--- src/rtl/dbus_peri_initiator_pkg.sv ---
// Shared data-bus definitions: initiator/peripheral bus structs, initiator FSM states
// and default placement of the peripheral window region.
package dbus_peri_initiator_pkg;

  localparam logic [31:0] DBUS_PERI_BASE_DEFAULT      = 32'h8000_0000;
  localparam int          DBUS_PERI_SPAN_LOG2_DEFAULT = 8;

  typedef struct packed {
    logic        req;
    logic [31:0] addr;
    logic [31:0] w_data;
    logic        w_en;
  } type_dbus2peri_s;

  typedef struct packed {
    logic        ack;
    logic [31:0] r_data;
  } type_peri2dbus_s;

  typedef enum logic [1:0] {
    IDLE,
    REQ,
    RESP
  } type_dbus_init_state_e;

endpackage

--- src/rtl/dbus_peri_initiator_addr_decode.sv ---
// Combinational address decode: maps a byte address onto one of NUM_PERI equal-sized
// peripheral windows starting at PERI_BASE, producing hit, slot index and one-hot select.
module dbus_peri_initiator_addr_decode
  import dbus_peri_initiator_pkg::*;
#(
  parameter int          NUM_PERI       = 4,
  parameter logic [31:0] PERI_BASE      = DBUS_PERI_BASE_DEFAULT,
  parameter int          PERI_SPAN_LOG2 = DBUS_PERI_SPAN_LOG2_DEFAULT,
  localparam int         IDX_W          = $clog2(NUM_PERI)
) (
  input  logic [31:0]         addr_i,
  output logic                hit_o,
  output logic [IDX_W-1:0]    idx_o,
  output logic [NUM_PERI-1:0] sel_o
);

  localparam logic [32:0] WIN_BYTES = 33'(NUM_PERI) << PERI_SPAN_LOG2;

  logic [31:0] off;

  // Wrapping subtraction turns addresses below the base into huge offsets, so one compare suffices.
  assign off   = addr_i - PERI_BASE;
  assign hit_o = ({1'b0, off} < WIN_BYTES);
  assign idx_o = off[PERI_SPAN_LOG2 +: IDX_W];

  always_comb begin
    sel_o = '0;
    if (hit_o) begin
      sel_o[idx_o] = 1'b1;
    end
  end

endmodule

--- src/rtl/dbus_peri_initiator.sv ---
// Single-outstanding data-bus initiator from the LSU to NUM_PERI peripheral windows.
// Optional macro DBUS_TIMEOUT_EN adds a REQ-phase timeout that ends the transfer with a bus error.
module dbus_peri_initiator
  import dbus_peri_initiator_pkg::*;
#(
  parameter int          NUM_PERI       = 4,
  parameter logic [31:0] PERI_BASE      = DBUS_PERI_BASE_DEFAULT,
  parameter int          PERI_SPAN_LOG2 = DBUS_PERI_SPAN_LOG2_DEFAULT,
  parameter int          TIMEOUT_CYCLES = 255,
  localparam int         IDX_W          = $clog2(NUM_PERI)
) (
  input  logic                  clk,
  input  logic                  rst_n,
  input  logic                  lsu_req_valid_i,
  output logic                  lsu_req_ready_o,
  input  logic [31:0]           lsu_addr_i,
  input  logic [31:0]           lsu_wdata_i,
  input  logic                  lsu_we_i,
  output logic                  lsu_rsp_valid_o,
  output logic [31:0]           lsu_rdata_o,
  output logic                  lsu_rsp_err_o,
  output type_dbus2peri_s       dbus2peri_o,
  output logic [NUM_PERI-1:0]   peri_sel_o,
  input  type_peri2dbus_s       peri2dbus_i [NUM_PERI]
);

  type_dbus_init_state_e state_q, state_d;
  type_dbus2peri_s       dbus_q, dbus_d;
  logic [NUM_PERI-1:0]   sel_q, sel_d;
  logic [IDX_W-1:0]      idx_q, idx_d;
  logic                  rsp_valid_q, rsp_valid_d;
  logic [31:0]           rdata_q, rdata_d;
  logic                  err_q, err_d;

  logic                  dec_hit;
  logic [IDX_W-1:0]      dec_idx;
  logic [NUM_PERI-1:0]   dec_sel;
  logic                  peri_ack;
  logic [31:0]           peri_rdata;

`ifdef DBUS_TIMEOUT_EN
  localparam int CNT_W = $clog2(TIMEOUT_CYCLES + 1);
  logic [CNT_W-1:0] cnt_q, cnt_d;
`else
  localparam int unused_timeout_cycles = TIMEOUT_CYCLES;
`endif

  dbus_peri_initiator_addr_decode #(
    .NUM_PERI      (NUM_PERI),
    .PERI_BASE     (PERI_BASE),
    .PERI_SPAN_LOG2(PERI_SPAN_LOG2)
  ) u_addr_decode (
    .addr_i(lsu_addr_i),
    .hit_o (dec_hit),
    .idx_o (dec_idx),
    .sel_o (dec_sel)
  );

  // Only the addressed slot is listened to; acks from other slots are ignored.
  assign peri_ack   = peri2dbus_i[idx_q].ack;
  assign peri_rdata = peri2dbus_i[idx_q].r_data;

  always_comb begin
    state_d     = state_q;
    dbus_d      = dbus_q;
    sel_d       = sel_q;
    idx_d       = idx_q;
    rsp_valid_d = 1'b0;
    rdata_d     = rdata_q;
    err_d       = err_q;
`ifdef DBUS_TIMEOUT_EN
    cnt_d       = cnt_q;
`endif
    unique case (state_q)
      IDLE: begin
        if (lsu_req_valid_i) begin
          if (dec_hit) begin
            state_d       = REQ;
            dbus_d.req    = 1'b1;
            dbus_d.addr   = lsu_addr_i;
            dbus_d.w_data = lsu_wdata_i;
            dbus_d.w_en   = lsu_we_i;
            sel_d         = dec_sel;
            idx_d         = dec_idx;
`ifdef DBUS_TIMEOUT_EN
            cnt_d         = '0;
`endif
          end else begin
            state_d     = RESP;
            rsp_valid_d = 1'b1;
            rdata_d     = '0;
            err_d       = 1'b1;
          end
        end
      end
      REQ: begin
        if (peri_ack) begin
          state_d     = RESP;
          dbus_d.req  = 1'b0;
          sel_d       = '0;
          rsp_valid_d = 1'b1;
          rdata_d     = dbus_q.w_en ? 32'h0 : peri_rdata;
          err_d       = 1'b0;
        end
`ifdef DBUS_TIMEOUT_EN
        else if (cnt_q == CNT_W'(TIMEOUT_CYCLES - 1)) begin
          state_d     = RESP;
          dbus_d.req  = 1'b0;
          sel_d       = '0;
          rsp_valid_d = 1'b1;
          rdata_d     = '0;
          err_d       = 1'b1;
        end else begin
          cnt_d = cnt_q + 1'b1;
        end
`endif
      end
      RESP: begin
        state_d = IDLE;
        rdata_d = '0;
        err_d   = 1'b0;
      end
      default: state_d = IDLE;
    endcase
  end

  always_ff @(posedge clk or negedge rst_n) begin
    if (!rst_n) begin
      state_q     <= IDLE;
      dbus_q      <= '0;
      sel_q       <= '0;
      idx_q       <= '0;
      rsp_valid_q <= 1'b0;
      rdata_q     <= '0;
      err_q       <= 1'b0;
`ifdef DBUS_TIMEOUT_EN
      cnt_q       <= '0;
`endif
    end else begin
      state_q     <= state_d;
      dbus_q      <= dbus_d;
      sel_q       <= sel_d;
      idx_q       <= idx_d;
      rsp_valid_q <= rsp_valid_d;
      rdata_q     <= rdata_d;
      err_q       <= err_d;
`ifdef DBUS_TIMEOUT_EN
      cnt_q       <= cnt_d;
`endif
    end
  end

  assign lsu_req_ready_o = (state_q == IDLE);
  assign lsu_rsp_valid_o = rsp_valid_q;
  assign lsu_rdata_o     = rdata_q;
  assign lsu_rsp_err_o   = err_q;
  assign dbus2peri_o     = dbus_q;
  assign peri_sel_o      = sel_q;

endmodule

--- config.mk ---
export PLATFORM = sky130hd
export DESIGN_NAME = dbus_peri_initiator
export DESIGN_NICKNAME = d
export VERILOG_FILES = /design/src/rtl/dbus_peri_initiator_pkg.sv /design/src/rtl/dbus_peri_initiator_addr_decode.sv /design/src/rtl/dbus_peri_initiator.sv
export SDC_FILE = /design/constraint.sdc
export NUM_CORES = 1
export LEC_CHECK = 0
export ABC_AREA = 1
export CAP_MARGIN = 10
export CORE_MARGIN = 3
export CORE_UTILIZATION = 25
export CTS_BUF_LIST = sky130_fd_sc_hd__clkbuf_8
export DETAILED_ROUTE_END_ITERATION = 8
export DONT_BUFFER_PORTS = 1
export GPL_ROUTABILITY_DRIVEN = 0
export PLACE_DENSITY = 0.36
export SYNTH_ARGS = -nofsm -noshare
export SYNTH_HDL_FRONTEND = slang
export SYNTH_SLANG_ARGS = --single-unit
--- constraint.sdc ---
create_clock -name clk -period 2.3 [get_ports clk]
set_input_delay 0.23 -clock clk [delete_from_list [all_inputs] [get_ports clk]]
set_output_delay 0.23 -clock clk [all_outputs]
set_load 0.02 [all_outputs]
==> results_dict.tcl <==
set metrics [dict create \
    status "finished, violations left" \
    violations "hold timing" \
    n_antenna_cell 0 \
    clk_path_buf_depth 2 \
    dieWidth_um 153 \
    powerDensity_nw_per_um2 582 \
    synthCells 737 \
    yosysSeqAreaShare_pct 49.4 \
    antenna_found_initial 0 \
    worstPathRequired_ns 2.63 \
    setup_ws_ns 0.464 \
    cp_top_family "buffers and inverters" \
    pwr-share-clk_pct 31.6 \
    setup_violations 0 \
    start_kind "register" \
    crit_path_top_delay_cell "dfrtp_1" \
    cp.buffers_inverters 3 \
    multi_input_area_um2 2360 \
    p_int_mw 2.50 \
    cts.repair_timing.setup_buffer_count 0 \
    ys_types 21 \
    pwr-share-comb_pct 12.9 \
    hpwl_um 13500 \
    syn_area_um2 5370 \
    final.setup_skew_ns 0.0112 \
    worstPathCellList "inv_1 -> ha_1 -> inv_1 -> nor2_4 -> buf_12 -> nand2_1 -> a21oi_1 -> nand4_1 -> nand2_1" \
    grt.overflow.total 0 \
    insertion_delay_ns 0.39 \
    endpoint_kind "register" \
    io_buffers 0 \
    path_max_fanout 32 \
    design_area_um2 6270 \
    hold_path.class "in -> async" \
    fin_crit_ns 1.84 \
    hold_buffers 43 \
    htree_levels 3 \
    tritoncts.num_buffers 9 \
    finalHoldViolCount 106 \
    leakage_nw 3.16 \
    cap_viol_max_count 0 \
    worst-setup-path-type "reg -> reg" \
    synth_top_cell_area_share_pct 49.4 \
    synth_edf_count 0 \
    power_mw 3.65 \
    grt_usage_pct 15.9 \
    drive_above_1_share_pct 5.61 \
    hold_ws_ns -0.481 \
    row_count 52 \
    synth_seq_cells 106 \
    cts_resized 0 \
    drc 0 \
    swShare_pct 31.5 \
    core_um2 20700 \
    yosys_warnings 0 \
    synth_nets 940 \
    synth_top_area_cell "dfrtp_1" \
    start_util_pct 26.0 \
    wirelength_um 19000 \
    fillCellCount 2237 \
    fin_setup_tns_ns 0 \
    clock-sinks 106 \
    tightest_slew_ns 0.597 \
    p_switching_mw 1.15 \
    ioPinCount 305 \
    die_area_um2 23300 \
    synth_most_common_cell "nand2_1" \
    critical_path.max_stage_delay_ns 0.40 \
    cts_tree "yes" \
    finalCritPeriodShare_pct 79.8 \
    vias 5018 \
    dieHeight_um 153 \
    dp_slack_ns 0.472 \
    final_antenna_net_count 0 \
    clock.fmax_mhz 545 \
    synthArstFlopShare_pct 100 \
    peakVddDrop_mv 0.304 \
    slew_headroom_pct 60.2 \
    area_growth_pct 16.7 \
    crit_arrival_ns 2.17 \
    grt_pass1_wl_um 29600 \
    nets 965 \
    grt_max_degree 107 \
    rsz0062_at_grt "no" \
    synthTopCellsByArea "dfrtp_1 (49%), nand2_1 (24%), a21oi_1 (6.1%)" \
    dpl_cell_area_um2 5650 \
    seq_power_share_pct 55.5 \
    yosys_most_used_dff "dfrtp_1" \
    vias_per_cell 4.84 \
    grt_pass1_vias 5050 \
    yosys-top-cells-count "nand2_1 (345), dfrtp_1 (106), a21oi_1 (65), nor2_1 (43)" \
    maxSlewViolCount 0 \
    drtIter0Drc 319 \
    seqCellArea_um2 2660 \
    final_util_pct 30.3 \
    ctsRootBufferMaster "clkbuf_8" \
    drt-wirelength-per-cell_um 18.4 \
    dr.pass1.iters 5 \
    clkTransAtPathRegs_ns 0.11 \
    syn_area_per_cell_um2 7.29 \
]
-- worst register-to-register path, cell delays in order, from the launching register on --
cell     delay, ns
dfrtp_1       0.40
inv_1         0.09
ha_1          0.31
inv_1         0.18
nor2_4        0.13
buf_12        0.20
nand2_1       0.09
a21oi_1       0.18
nand4_1       0.12
nand2_1       0.09
-- path summary, 6_finish.rpt --
kind / slack, ns / depth (start not counted) / to / from
worst max-delay path: 0.46 / 9 / lsu_rdata_o[18]$_DFFE_PN0P_ / state_q[1]$_DFFE_PN0P_
worst min-delay path: -0.48 / 0 / lsu_rdata_o[16]$_DFFE_PN0P_ / rst_n
worst max register to register: 0.46 / 9 / lsu_rdata_o[18]$_DFFE_PN0P_ / state_q[1]$_DFFE_PN0P_
worst min register to register: 0.57 / 2 / dbus2peri_o[41]$_DFFE_PN0P_ / dbus2peri_o[41]$_DFFE_PN0P_
max in group asynchronous: 2.60 / 0 / dbus2peri_o[41]$_DFFE_PN0P_ / rst_n
min in group clk: 0.04 / 2 / dbus2peri_o[41]$_DFFE_PN0P_ / lsu_addr_i[8]
-- flip-flops by register name, indices dropped and copies added (netlist names) --
| name | cells |
|---|---|
| dbus2peri_o | 66 |
| lsu_rdata_o | 32 |
| peri_sel_o | 4 |
| state_q | 2 |
| lsu_rsp_err_o | 1 |
| lsu_rsp_valid_o | 1 |
-- metal layers --
metal / wire [um] / global-route usage (%) / vias to the layer above
li1: - / - / 2398
met1: 7670 / 19.1 / 2364
met2: 9170 / 26.5 / 224
met3: 1630 / 4.97 / 32
met4: 573 / 6.49 / 0
met5: 0 / 0 / -
-- power by group through the flow --
| stage | combinational (mW) | clock [mW] | sequential, mW |
|---|---|---|---|
| global placement | 0.410 | 0 | 2.06 |
| global route | 0.531 | 1.29 | 2.04 |
| floorplan | 0.296 | 0 | 2.04 |
| CTS | 0.477 | 1.22 | 2.02 |
| finish | 0.470 | 1.15 | 2.02 |
| detailed placement | 0.412 | 0 | 2.06 |
-- cells in the final DEF (no fill, tap or decap), types with 2 or more instances in the layout --
cell type and instances:
clkinv_4 2, dfrtp_2 2, nand3_2 2, dlygate4sd3_1 43, dfrtp_1 104, o21ai_0 3, clkbuf_8 9, nand4_1 39
nand3_1 39, nor3_1 4, a21oi_1 65, buf_12 2, inv_2 2, ha_1 3, nand2_1 345, inv_6 3
inv_1 33, buf_4 17, nor2_1 43, o22ai_1 2
-- metrics by stage --
step                      instances  hold WS, ns
final                          1037       -0.481
after global routing           1037       -0.522
after CTS                      1037       -0.516
after detailed placement        978      -0.0623
after global placement          978      -0.0630
after floorplan                 737      -0.0656
-- cell families (layout without fill, tap and decap cells) --
family / Yosys count / after routing / synth area share, %
AOI/OAI and AO/OA: 71 / 71 / 6.87
adders and majority gates: 3 / 3 / 0.699
buffers and inverters: 83 / 113 / 6.69
DFF: 106 / 106 / 49.4
and+or+nand+nor: 474 / 474 / 36.4
-- area by class of cell --
cell class / instances / share of cell area [%]
Multi-Input combinational cell: 548 / 37.6
Sequential cell: 106 / 42.3
Clock buffer: 9 / 1.98
Tap cell: 270 / 5.39
Clock inverter: 7 / 1.02
Timing Repair Buffer: 62 / 9.54
Inverter: 35 / 2.10
No activity file was read; power rests on OpenSTA's default activity.
